**config.mk**
```make
export PLATFORM = sky130hd
export DESIGN_NAME = reg_share_arbiter
export DESIGN_NICKNAME = d
export VERILOG_FILES = /design/src/rtl/reg_share_arbiter_pkg.sv /design/src/rtl/reg_share_arbiter_dff_reg.sv /design/src/rtl/reg_share_arbiter.sv
export SDC_FILE = /design/constraint.sdc
export NUM_CORES = 1
export LEC_CHECK = 0
export ABC_AREA = 1
export ABC_CLOCK_PERIOD_IN_PS = 2200
export BUFFER_PORTS_ARGS = -buffer_cell sky130_fd_sc_hd__buf_2
export CAP_MARGIN = 5
export CORE_UTILIZATION = 45
export DETAILED_ROUTE_END_ITERATION = 10
export PLACE_DENSITY_LB_ADDON = 0.3
export SETUP_SLACK_MARGIN = 0.4
export SYNTH_ARGS = -nofsm -noshare
export SYNTH_HDL_FRONTEND = slang
export SYNTH_SLANG_ARGS = --single-unit
export TNS_END_PERCENT = 50
```
**constraint.sdc**
```tcl
create_clock -name Clock -period 2.2 [get_ports Clock]
set_input_delay 0.44 -clock Clock [delete_from_list [all_inputs] [get_ports Clock]]
set_output_delay 0.44 -clock Clock [all_outputs]
set_load 0.02 [all_outputs]
```
**src/rtl/reg_share_arbiter_pkg.sv**
```systemverilog
// Shared definitions for the two-writer register arbiter: state encodings,
// priority type and small decode helpers used by the top level.
package reg_share_arbiter_pkg;

  // 2-bit state encodings; encoding 3 is illegal and recovers to IDLE
  localparam logic [1:0] ST_IDLE  = 2'd0;
  localparam logic [1:0] ST_OWN_A = 2'd1;
  localparam logic [1:0] ST_OWN_B = 2'd2;

  // Which side wins a simultaneous request from IDLE
  typedef enum logic {
    PRIO_A = 1'b0,
    PRIO_B = 1'b1
  } prio_t;

  // True when the state is one of the two legal ownership states
  function automatic logic is_owned(input logic [1:0] st);
    return (st == ST_OWN_A) || (st == ST_OWN_B);
  endfunction

  // Priority handed to the opposite side once an owner gives up the register
  function automatic prio_t prio_after_leaving(input logic [1:0] st);
    return (st == ST_OWN_A) ? PRIO_B : PRIO_A;
  endfunction

endpackage

```
**src/rtl/reg_share_arbiter_dff_reg.sv**
```systemverilog
// WIDTH-bit storage register built from individual D flip-flop cells, each
// with an asynchronous active-high clear and a shared load enable.
module dff_reg #(
  parameter int WIDTH = 8
) (
  input  logic             Clock,
  input  logic             Reset,
  input  logic             En,
  input  logic [WIDTH-1:0] D,
  output logic [WIDTH-1:0] Q
);

  logic [WIDTH-1:0] r_q;

  for (genvar g = 0; g < WIDTH; g++) begin : g_cell
    // One D flip-flop per bit: clear on reset, load D when enabled
    always_ff @(posedge Clock or posedge Reset) begin
      if (Reset) begin
        r_q[g] <= 1'b0;
      end else if (En) begin
        r_q[g] <= D[g];
      end
    end
  end

  assign Q = r_q;

endmodule

```
**src/rtl/reg_share_arbiter.sv**
```systemverilog
// Round-robin arbiter sharing one register between writers A and B.
// Grants are registered; an owner that keeps writing while the other side
// waits is forced to hand over after MAX_HOLD writes, with no idle cycle.
module reg_share_arbiter
  import reg_share_arbiter_pkg::*;
#(
  parameter int WIDTH    = 8,
  parameter int MAX_HOLD = 4
) (
  input  logic             Clock,
  input  logic             Reset,
  input  logic             ReqA,
  input  logic [WIDTH-1:0] DataA,
  input  logic             ReqB,
  input  logic [WIDTH-1:0] DataB,
  output logic             GntA,
  output logic             GntB,
  output logic [WIDTH-1:0] Q,
  output logic             Busy
);

  localparam int CW = $clog2(MAX_HOLD + 1);
  // Count value before the write that completes an ownership block
  localparam logic [CW-1:0] HOLD_LAST = CW'(MAX_HOLD - 1);
  // Saturation value of the write counter
  localparam logic [CW-1:0] HOLD_SAT  = CW'(MAX_HOLD);

  logic [1:0]       r_state;
  logic [1:0]       w_state_nxt;
  logic [CW-1:0]    r_hold_cnt;
  logic [CW-1:0]    w_hold_nxt;
  prio_t            r_prio;
  prio_t            w_prio_nxt;
  logic             r_gnt_a;
  logic             r_gnt_b;
  logic             w_we;
  logic             w_state_change;
  logic [WIDTH-1:0] w_wdata;

  // The only write path: an owner that is still requesting
  assign w_we    = (r_gnt_a & ReqA) | (r_gnt_b & ReqB);
  // Grants are one-hot, so selecting on A's grant is sufficient
  assign w_wdata = r_gnt_a ? DataA : DataB;

  // Next-state decision: tie-break by prio, release on drop, forced rotation
  always_comb begin
    w_state_nxt = r_state;
    case (r_state)
      ST_IDLE: begin
        if (ReqA && ReqB) begin
          w_state_nxt = (r_prio == PRIO_A) ? ST_OWN_A : ST_OWN_B;
        end else if (ReqA) begin
          w_state_nxt = ST_OWN_A;
        end else if (ReqB) begin
          w_state_nxt = ST_OWN_B;
        end
      end
      ST_OWN_A: begin
        if (!ReqA) begin
          w_state_nxt = ReqB ? ST_OWN_B : ST_IDLE;
        end else if (ReqB && (r_hold_cnt == HOLD_LAST)) begin
          w_state_nxt = ST_OWN_B;
        end
      end
      ST_OWN_B: begin
        if (!ReqB) begin
          w_state_nxt = ReqA ? ST_OWN_A : ST_IDLE;
        end else if (ReqA && (r_hold_cnt == HOLD_LAST)) begin
          w_state_nxt = ST_OWN_A;
        end
      end
      default: w_state_nxt = ST_IDLE;
    endcase
  end

  assign w_state_change = (w_state_nxt != r_state);

  // Write counter: cleared on any state change, otherwise counts writes up to saturation
  always_comb begin
    w_hold_nxt = r_hold_cnt;
    if (w_state_change) begin
      w_hold_nxt = '0;
    end else if (w_we && (r_hold_cnt != HOLD_SAT)) begin
      w_hold_nxt = r_hold_cnt + CW'(1);
    end
  end

  // Priority flips to the other side whenever an ownership state is left
  always_comb begin
    w_prio_nxt = r_prio;
    if (is_owned(r_state) && w_state_change) begin
      w_prio_nxt = prio_after_leaving(r_state);
    end
  end

  // Arbiter state, counter, priority and registered grants
  always_ff @(posedge Clock or posedge Reset) begin
    if (Reset) begin
      r_state    <= ST_IDLE;
      r_hold_cnt <= '0;
      r_prio     <= PRIO_A;
      r_gnt_a    <= 1'b0;
      r_gnt_b    <= 1'b0;
    end else begin
      r_state    <= w_state_nxt;
      r_hold_cnt <= w_hold_nxt;
      r_prio     <= w_prio_nxt;
      r_gnt_a    <= (w_state_nxt == ST_OWN_A);
      r_gnt_b    <= (w_state_nxt == ST_OWN_B);
    end
  end

  dff_reg #(
    .WIDTH (WIDTH)
  ) u_store (
    .Clock (Clock),
    .Reset (Reset),
    .En    (w_we),
    .D     (w_wdata),
    .Q     (Q)
  );

  assign GntA = r_gnt_a;
  assign GntB = r_gnt_b;
  assign Busy = (r_state != ST_IDLE);

endmodule

```
==> impl_metrics.toml, run 1 <==
[status]
run_status = "finished clean"

[grt]
grt_pass1_wl_mm = 3.574
grt_max_degree = 19
gr-total-overflow = 0
antenna_found_initial = 0
grtUsageTotal_pct = 19.64
grt_pass1_vias = 856

[worst_setup_path]
crit_fanout = 6
slowest_delay_ns = 0.45
crit_arrival_ns = 1.26
end_kind = "primary output"
worstRegToRegCells = 14
rr_endpoint = "r_prio$_DFFE_PP0P_"
critPathKind = "reg -> out"
crit_top_cell = "inv_1"
crit_family = "flip-flops"
cpMaxStageDelayCell = "dfrtp_2"
path_cells = "inv_1 -> ha_1 -> inv_1 -> buf_2"
required_ns = 1.76
path_buf_inv = 3
reg2reg_from = "r_hold_cnt[1]$_DFFE_PP0P_"
r2r_setup_slack_ns = 0.51
critPathLaunchType = "register"

[clock_tree]
htreeDepth = 1
cts_made_buffers = 3
worstSkewPairLatency_ns = 0.27
cts.sinks = 16
path_clk_slew_ns = 0.08
cts_buffer_depth = 2
clockRootBuffer = "clkbuf_4"
cts_tree = "done"

[yosys]
synth.distinct_cells = 17
syn-num-nets = 157
synthSimpleGateAreaFrac_pct = 26.80
syn_area_um2 = 970.9
synth_top_family_by_area = "simple AND/OR/NAND/NOR gates"
synth_compound_area_share_pct = 10.18
yosysWarnings = 0
synth_xor_area_share_pct = 0.9021
synth_mux_area_share_pct = 0
postSynthRegisterBits = 16
syn_avg_cell_area_um2 = 7.469
synthAdderAreaFrac_pct = 9.021
yosysSeqAreaShare_pct = 41.24
syn_inst = 130

[final_layout]
final_cell_mix = "buf_2 (30), nand2_1 (26), inv_1 (24), nor2_1 (15), dfrtp_1 (14)"
antenna_cells = 0
area_growth_pct = 24.61
nNetsFinal = 192
drive_gt1_share_pct = 30.67
postLayoutCellArea_um2 = 1210
mostFrequentLayoutCell = "buf_2"

[placed_design]
dpl-instance-area_um2 = 1145
dp_hpwl_mm = 1.570
place_congestion = 0.8224
portBuffers = 30
dp_slack_ns = 0.4441

[sta]
min_period_ns = 1.701
grt_setup_unrepaired = "yes"
drv_slew = 0
timing.hold.ws_ns = 0.2139
fin_tns_setup_ns = 0
fin_worst_skew_ns = 0.0006915
hold_viol_final = 0
fin_crit_sh_pct = 77.32
tightest_slew_ns = 0.5881
finalWorstSetupSlack_ns = 0.4990
maxSlewHeadroom_pct = 60.75
max_freq_mhz = 587.9
setup_viol = 0

[detailed_routing]
wire_per_inst_um = 10.75
drc = 0
dr.first_iter.drc_count = 11
vias_per_cell = 4.821
final_antenna_net_count = 0
routed_wl_mm = 2.043
dr_total_vias = 916
dr.pass1.iters = 4

[power]
peakVddDrop_mv = 0.7631
p_int_mw = 0.7871
powerDensity_nw_per_um2 = 1216
clock_power_share_pct = 9.8
pwr-share-comb_pct = 56.7
finalPower_mw = 1.471
p_sw_mw = 0.6839
leakage_nw = 0.6500
p_seq_share_pct = 33.6
p_sw_share_pct = 46.49

[floorplanning]
die_h_um = 48.45
core_um2 = 2002
start_util_pct = 48.50
die_x_um = 48.45
io_pins = 31
rows = 16
dieArea_um2 = 2347

[hold_path]
hold_path.class = "in -> async"

[flow_run]
drv_cap = 0
-- power groups by stage --
stage | registers [mW] | logic [mW] | clock network (mW)
floorplan | 0.590 | 0.463 | 0
global placement | 0.494 | 0.750 | 0
detailed placement | 0.502 | 0.774 | 0
CTS | 0.497 | 0.778 | 0.154
global route | 0.510 | 0.940 | 0.162
finish | 0.494 | 0.833 | 0.144
-- area by class of cell --
type	count	area [um^2]
tap	27	33.78
sequential	16	402.9
multi-input combinational	86	480.5
clock buffer	3	22.52
inverter	24	90.09
fill	190	792.0
timing repair buffer	34	180.2
-- per-layer routing --
metal | share of wire, % | up-vias | routed length (um) | track usage (%)
met5 | 0 | - | 0 | 0
li1 | - | 471 | - | -
met2 | 53 | 22 | 1084 | 31.92
met4 | 1.4 | 0 | 28 | 7.843
met1 | 42 | 419 | 856 | 24.59
met3 | 3.6 | 4 | 73 | 5.660
-- through the flow --
stage / utilization (%) / std cells
floorplan: - / 130
global placement: 57.19 / 185
detailed placement: 57.19 / 185
CTS: 58.31 / 188
global route: 60.44 / 190
finish: 60.44 / 190
-- registers in the layout, summed over array words and instances, names as in the netlist --
| signal | cells |
|---|---|
| u_store.Q | 8 |
| r_state | 2 |
| r_prio | 1 |
| r_hold_cnt | 3 |
| GntA | 1 |
| GntB | 1 |
-- cell families (layout without fill, tap and decap cells) --
kind of cell,after synthesis,after routing
adders and majority gates,7,7
and+or+nand+nor,59,59
DFF,16,16
AOI/OAI and AO/OA,19,19
xor gates and xnor gates,1,1
buffers and inverters,28,61
-- timing repair --
item / in CTS / in global routing
gates resized for setup: 0 / 8
hold buffers: 0 / 0
setup endpoints to repair: 0 / 5
buffers inserted: 0 / 2
-- cells in the mapped netlist (all sizes together) --
cell type   n  area, um^2
nand2      31       126.4
inv        24       90.09
dfrtp      16       400.4
nor2       15       56.30
nand3      11       65.06
a21oi      10       53.80
o21ai       9       45.04
ha          7       87.58
buf         3       21.27
nand4       2       12.51
clkbuf      1       3.750
xor2        1       8.760
-- worst max-delay path by stage --
stage                               from            endpoint  slack, ns  cells after the start
2_1_floorplan  r_hold_cnt[0]$_DFFE_PP0P_  r_prio$_DFFE_PP0P_       0.61                     14
3_3_place_gp   r_hold_cnt[0]$_DFFE_PP0P_  r_prio$_DFFE_PP0P_       0.53                     12
3_5_place_dp   r_hold_cnt[0]$_DFFE_PP0P_  r_prio$_DFFE_PP0P_       0.44                     14
4_1_cts        r_hold_cnt[0]$_DFFE_PP0P_  r_prio$_DFFE_PP0P_       0.43                     14
5_1_grt        r_hold_cnt[1]$_DFFE_PP0P_  r_prio$_DFFE_PP0P_       0.36                     14
6_report            r_state[1]$_DFF_PP0_                Busy       0.50                      4
No activity file was read; power rests on OpenSTA's default activity.
==> run 2: changes to the inputs <==
ABC_CLOCK_PERIOD_IN_PS = 1700   (was 2200)
clock period = 1.7 ns   (was 2.2 ns; I/O delays follow)
==> run 2 against run 1 <==
  * Via count is 8.2% higher
  * Clock skew is 0.0033 ns higher
  * Total power is 60% higher
  * Highest routed layer unchanged
  * Die area stayed put
  * Setup slack worse by 0.45 ns
  * Clock power is 74% higher
==> impl_metrics.toml, run 2 (synthesis results as in run 1) <==
[clock_tree]
clockRootBuffer = "clkbuf_4"
cts_buffer_depth = 2
cts_tree = "done"
cts_made_buffers = 3
path_clk_slew_ns = 0.10
ctsHoldBuffers = 0
htreeDepth = 1
cts.sinks = 16
worstSkewPairLatency_ns = 0.28

[final_layout]
nNetsFinal = 207
final_cell_mix = "buf_2 (29), nand2_1 (24), inv_1 (19), buf_4 (18), dfrtp_1 (15)"
fin_cells = 206
antenna_cells = 0
drive_gt1_share_pct = 43.58
area_growth_pct = 44.20
mostFrequentLayoutCell = "buf_2"
largest_register_ffs = 8

[sta]
setup_viol = 0
tightest_slew_ns = 0.6021
fin_crit_sh_pct = 96.99
min_period_ns = 1.649
drv_slew = 0
hold_viol_final = 0
maxSlewHeadroom_pct = 59.82
grt_setup_unrepaired = "yes"
fin_worst_skew_ns = 0.003996
timing.hold.ws_ns = 0.1063
max_freq_mhz = 606.5

[worst_setup_path]
cpMaxStageDelayCell = "dfrtp_1"
slowest_delay_ns = 0.40
end_kind = "register"
critPathKind = "reg -> reg"
required_ns = 1.88
crit_fanout = 5
path_cells = "ha_2 -> ha_4 -> nand2_4 -> nand3_2 -> nand2_2 -> nand3_2 -> nand2_2 -> nand2_1 -> nand2_1 -> inv_1 -> nand2_2 -> nand2_2 -> nand2_1 -> nand2_1"
critPathLaunchType = "register"
crit_arrival_ns = 1.83

[floorplanning]
die_h_um = 48.45
rows = 16
die_x_um = 48.45
io_pins = 31
core_um2 = 2002
dieArea_um2 = 2347
start_util_pct = 48.50

[power]
leakage_nw = 0.7482
peakVddDrop_mv = 0.9400
powerDensity_nw_per_um2 = 1684
finalPower_mw = 2.358

[grt]
gr-total-overflow = 0
antenna_found_initial = 0
grtUsageTotal_pct = 23.28
grt_max_degree = 17
grt_pass1_vias = 1072
grt_pass1_wl_mm = 4.209

[detailed_routing]
drc = 0
wire_per_inst_um = 11.94
dr_total_vias = 991
dr.first_iter.drc_count = 9
vias_per_cell = 4.811
dr.pass1.iters = 4
routed_wl_mm = 2.459
final_antenna_net_count = 0

[hold_path]
hold_path.class = "in -> async"

[placed_design]
dp_cells = 187
place_congestion = 0.9035
dp_hpwl_mm = 1.731
portBuffers = 30

[flow_run]
drv_cap = 0

[status]
run_status = "finished clean"
-- run 2: cell count changes in the layout (fill, tap and decap cells not counted), sizes merged --
cell and change:
clkbuf +1, buf +15
-- run 2: layout make-up --
cell class | instances | area [um^2]
Timing Repair Buffer | 49 | 302.8
Tap cell | 27 | 33.78
Fill cell | 152 | 601.8
Multi-Input combinational cell | 86 | 535.5
Inverter | 24 | 90.09
Clock buffer | 4 | 36.28
Sequential cell | 16 | 401.6
-- run 2: power breakdown --
group | internal [mW] | switching (mW) | leakage [nW] | total (mW)
clock | 0.130 | 0.120 | 0.0210 | 0.251
combinational | 0.657 | 0.816 | 0.535 | 1.47
sequential | 0.534 | 0.101 | 0.192 | 0.635
total | 1.32 | 1.04 | 0.748 | 2.36
-- run 2: repair_timing --
item	in CTS	in global routing
buffers inserted	12	3
setup endpoints to repair	18	9
pin swaps	7	2
gates resized for setup	11	11
-- run 2: layer usage --
metal	wire length (um)	part of all wire (%)	track usage, %	vias to the layer above
li1	-	-	-	499
met1	991	40	23.79	462
met2	1352	55	44.60	24
met3	72	2.9	4.717	6
met4	42	1.7	11.27	0
met5	0	0	0	-
-- run 2: final timing paths --
kind	to	from	slack (ns)	cells after the start
min reg2reg	r_prio$_DFFE_PP0P_	r_prio$_DFFE_PP0P_	0.48	2
min in group Clock	u_store.Q[2]$_DFFE_PP0P_	DataB[2]	0.34	3
max in group asynchronous	GntA$_DFF_PP0_	Reset	1.17	2
max reg2reg	r_prio$_DFFE_PP0P_	r_hold_cnt[0]$_DFFE_PP0P_	0.05	14
min	u_store.Q[3]$_DFFE_PP0P_	Reset	0.11	2
max	r_prio$_DFFE_PP0P_	r_hold_cnt[0]$_DFFE_PP0P_	0.05	14
-- run 2: metrics by stage --
stage | worst slack, ns | setup TNS [ns] | cell area, um^2 | util, %
2_1_floorplan | 0.1708 | 0 | 993.5 | -
3_3_place_gp | 0.08217 | 0 | 1182 | 59.06
3_5_place_dp | 0.03538 | 0 | 1182 | 59.06
4_1_cts | 0.08702 | 0 | 1336 | 66.75
5_1_grt | -0.03169 | -0.03169 | 1400 | 69.94
6_report | 0.05122 | 0 | 1400 | 69.94
-- run 2: critical path, delay by kind of cell (launching register included) --
family / cells / cell delay, ns
adder cells (fa/ha/maj): 2 / 0.38
buffers and inverters: 1 / 0.05
flip-flops: 1 / 0.40
AND/OR/NAND/NOR: 11 / 0.72
==> run 3: changes to the inputs <==
ABC_AREA = unset   (was 1)
CORE_UTILIZATION = 47   (was 45)
==> run 3 against run 2 <==
  * The run now ends with negative setup slack left
  * Cell area is 2.8% higher
  * Via count fell by 6.3%
  * Setup slack got worse by 0.36 ns
  * Hold slack gained 0.0013 ns
  * Total power rose by 9.7%
  * Synthesized cell count decreased by 26%
  * Area after synthesis down 5.2%
  * Largest power group unchanged
==> impl_metrics.toml, run 3 <==
[status]
run_status = "finished, violations left"
failed_checks = "negative setup slack"

[floorplanning]
io_pins = 31
dieArea_um2 = 2140
core_um2 = 1783
die_h_um = 46.27
die_x_um = 46.27
rows = 15
start_util_pct = 51.65

[placed_design]
dp_cells = 169
dp_hpwl_mm = 1.705
place_congestion = 0.9150
portBuffers = 30
dp_slack_ns = -0.2571

[sta]
setup_viol = 7
fin_crit_sh_pct = 118.3
tightest_slew_ns = 0.6148
maxSlewHeadroom_pct = 58.97
min_period_ns = 2.012
max_freq_mhz = 497.1
drv_slew = 0
hold_viol_final = 0
fin_worst_skew_ns = 0.001799
grt_setup_unrepaired = "yes"
finalWorstSetupSlack_ns = -0.3115

[yosys]
yosysTopAreaCell = "dfrtp_1"
synth_top_cells_by_count = "dfrtp_1 (16), nand2_1 (12), mux2i_1 (11)"
ys.flop_type = "dfrtp_1"
yosysSeqAreaShare_pct = 43.48
postSynthRegisterBits = 16
synth.distinct_cells = 22
syn_area_um2 = 920.9
yosysWarnings = 0
syn_inst = 96
synth-edff-count = 0
synthArstFlopShare_pct = 100.0
yosys-top-cells-area = "dfrtp_1 (43%), mux2i_1 (12%), ha_1 (9.5%)"
netlist.area_leader.share_pct = 43.48
syn_avg_cell_area_um2 = 9.593
synth_most_common_cell = "dfrtp_1"
syn-num-nets = 123

[power]
peakVddDrop_mv = 1.091
p_sw_share_pct = 42.65
p_int_mw = 1.484
p_seq_share_pct = 25.5
clock_power_share_pct = 9.9
leakage_nw = 0.7019
p_sw_mw = 1.104
pwr-share-comb_pct = 64.6
powerDensity_nw_per_um2 = 1798

[worst_setup_path]
crit_fanout = 6
required_ns = 1.88
end_kind = "register"
crit_arrival_ns = 2.19
critPathLaunchType = "register"
critPathKind = "reg -> reg"

[final_layout]
final_cell_mix = "buf_2 (28), buf_4 (19), dfrtp_1 (13), mux2i_1 (11)"
fin_cells = 174
drive_gt1_share_pct = 51.68
largest_register_ffs = 8
area_growth_pct = 56.25
mostFrequentLayoutCell = "buf_2"
nNetsFinal = 177
antenna_cells = 0

[clock_tree]
path_clk_slew_ns = 0.10
clockRootBuffer = "clkbuf_4"
ctsHoldBuffers = 0
cts.sinks = 16
worstSkewPairLatency_ns = 0.29
cts_buffer_depth = 2
cts_made_buffers = 3
htreeDepth = 1
cts_tree = "done"

[detailed_routing]
vias_per_cell = 5.339
drc = 0
routed_wl_mm = 2.455
final_antenna_net_count = 0
dr_total_vias = 929
dr.first_iter.drc_count = 27
wire_per_inst_um = 14.11
dr.pass1.iters = 4

[grt]
antenna_found_initial = 0
grt_max_degree = 17
grt_pass1_wl_mm = 3.305
grtUsageTotal_pct = 22.07
grt_pass1_vias = 779
gr-total-overflow = 0

[hold_path]
hold_path.class = "in -> async"

[flow_run]
drv_cap = 0
[run 3: logic make-up after synthesis]
family                     count (synthesis)  share of synthesized area [%]
AOI/OAI and AO/OA                         24                          16.58
xor gates and xnor gates                   1                         0.9513
adders and majority gates                  7                          9.510
buffers and inverters                     11                          4.618
DFF                                       16                          43.48
muxes                                     12                          13.18
and+or+nand+nor                           25                          11.69
[run 3: path summary, 6_finish.rpt]
check                      slack, ns                         to                startpoint  depth (start not counted)
hold / removal                  0.11  r_hold_cnt[2]$_DFFE_PP0P_                     Reset                          2
setup / recovery               -0.31         r_prio$_DFFE_PP0P_      r_state[1]$_DFF_PP0_                          8
max in group asynchronous       1.16       r_state[1]$_DFF_PP0_                     Reset                          2
hold reg to reg                 0.48   u_store.Q[1]$_DFFE_PP0P_  u_store.Q[1]$_DFFE_PP0P_                          2
min in group Clock              0.34   u_store.Q[7]$_DFFE_PP0P_                  DataB[7]                          3
setup reg to reg               -0.31         r_prio$_DFFE_PP0P_      r_state[1]$_DFF_PP0_                          8
[run 3: metal layers]
metal  up-vias  global-route usage, %  share of wire, %
li1        441                      -                 -
met1       438                  25.67                40
met2        42                  40.28                54
met3         8                  3.529               4.5
met4         0                  7.647               1.7
met5         -                      0                 0
[run 3: critical path, stage by stage, from the launching register on]
cell     delay, ns
dfrtp_2       0.44
inv_2         0.07
ha_4          0.18
a21oi_1       0.21
nor2_1        0.08
a22o_1        0.24
mux2i_1       0.15
a31oi_1       0.19
mux2_1        0.33
[run 3: stage by stage]
step / hold slack, ns / power [mW] / instance area (um^2) / TNS, ns / utilization, %
after floorplan: 0.2535 / 1.480 / 985.9 / -0.2080 / -
after global placement: 0.4291 / 1.953 / 1292 / -0.3745 / 72.49
after detailed placement: 0.4389 / 2.004 / 1292 / -0.8089 / 72.49
after CTS: 0.1239 / 2.347 / 1360 / -0.7822 / 76.28
after global routing: 0.1560 / 2.763 / 1439 / -1.867 / 80.70
final: 0.1076 / 2.587 / 1439 / -1.263 / 80.70
[run 3: timing repair]
| item | 4_1_cts | 5_1_grt |
|---|---|---|
| gates resized for setup | 9 | 15 |
| hold endpoints to repair | 0 | 0 |
| setup endpoints to repair | 10 | 10 |
| pin swaps | 6 | 8 |
| gates cloned | 0 | 0 |
| setup buffers | 0 | 1 |
[run 3: cell type report]
type	count	area, um^2
multi-input cells	69	601.8
flip-flops and latches	16	404.1
fillers	121	344.1
repair buffers	51	331.6
clock buffers	4	36.28
inverters	9	33.78
well taps	25	31.28
[run 3: power by group through the flow]
stage          Sequential [mW]  Clock (mW)  Combinational, mW
2_1_floorplan            0.803           0              0.677
3_3_place_gp             0.657           0               1.30
6_report                 0.660       0.257               1.67
5_1_grt                  0.682       0.275               1.81
4_1_cts                  0.660       0.257               1.43
3_5_place_dp             0.667           0               1.34
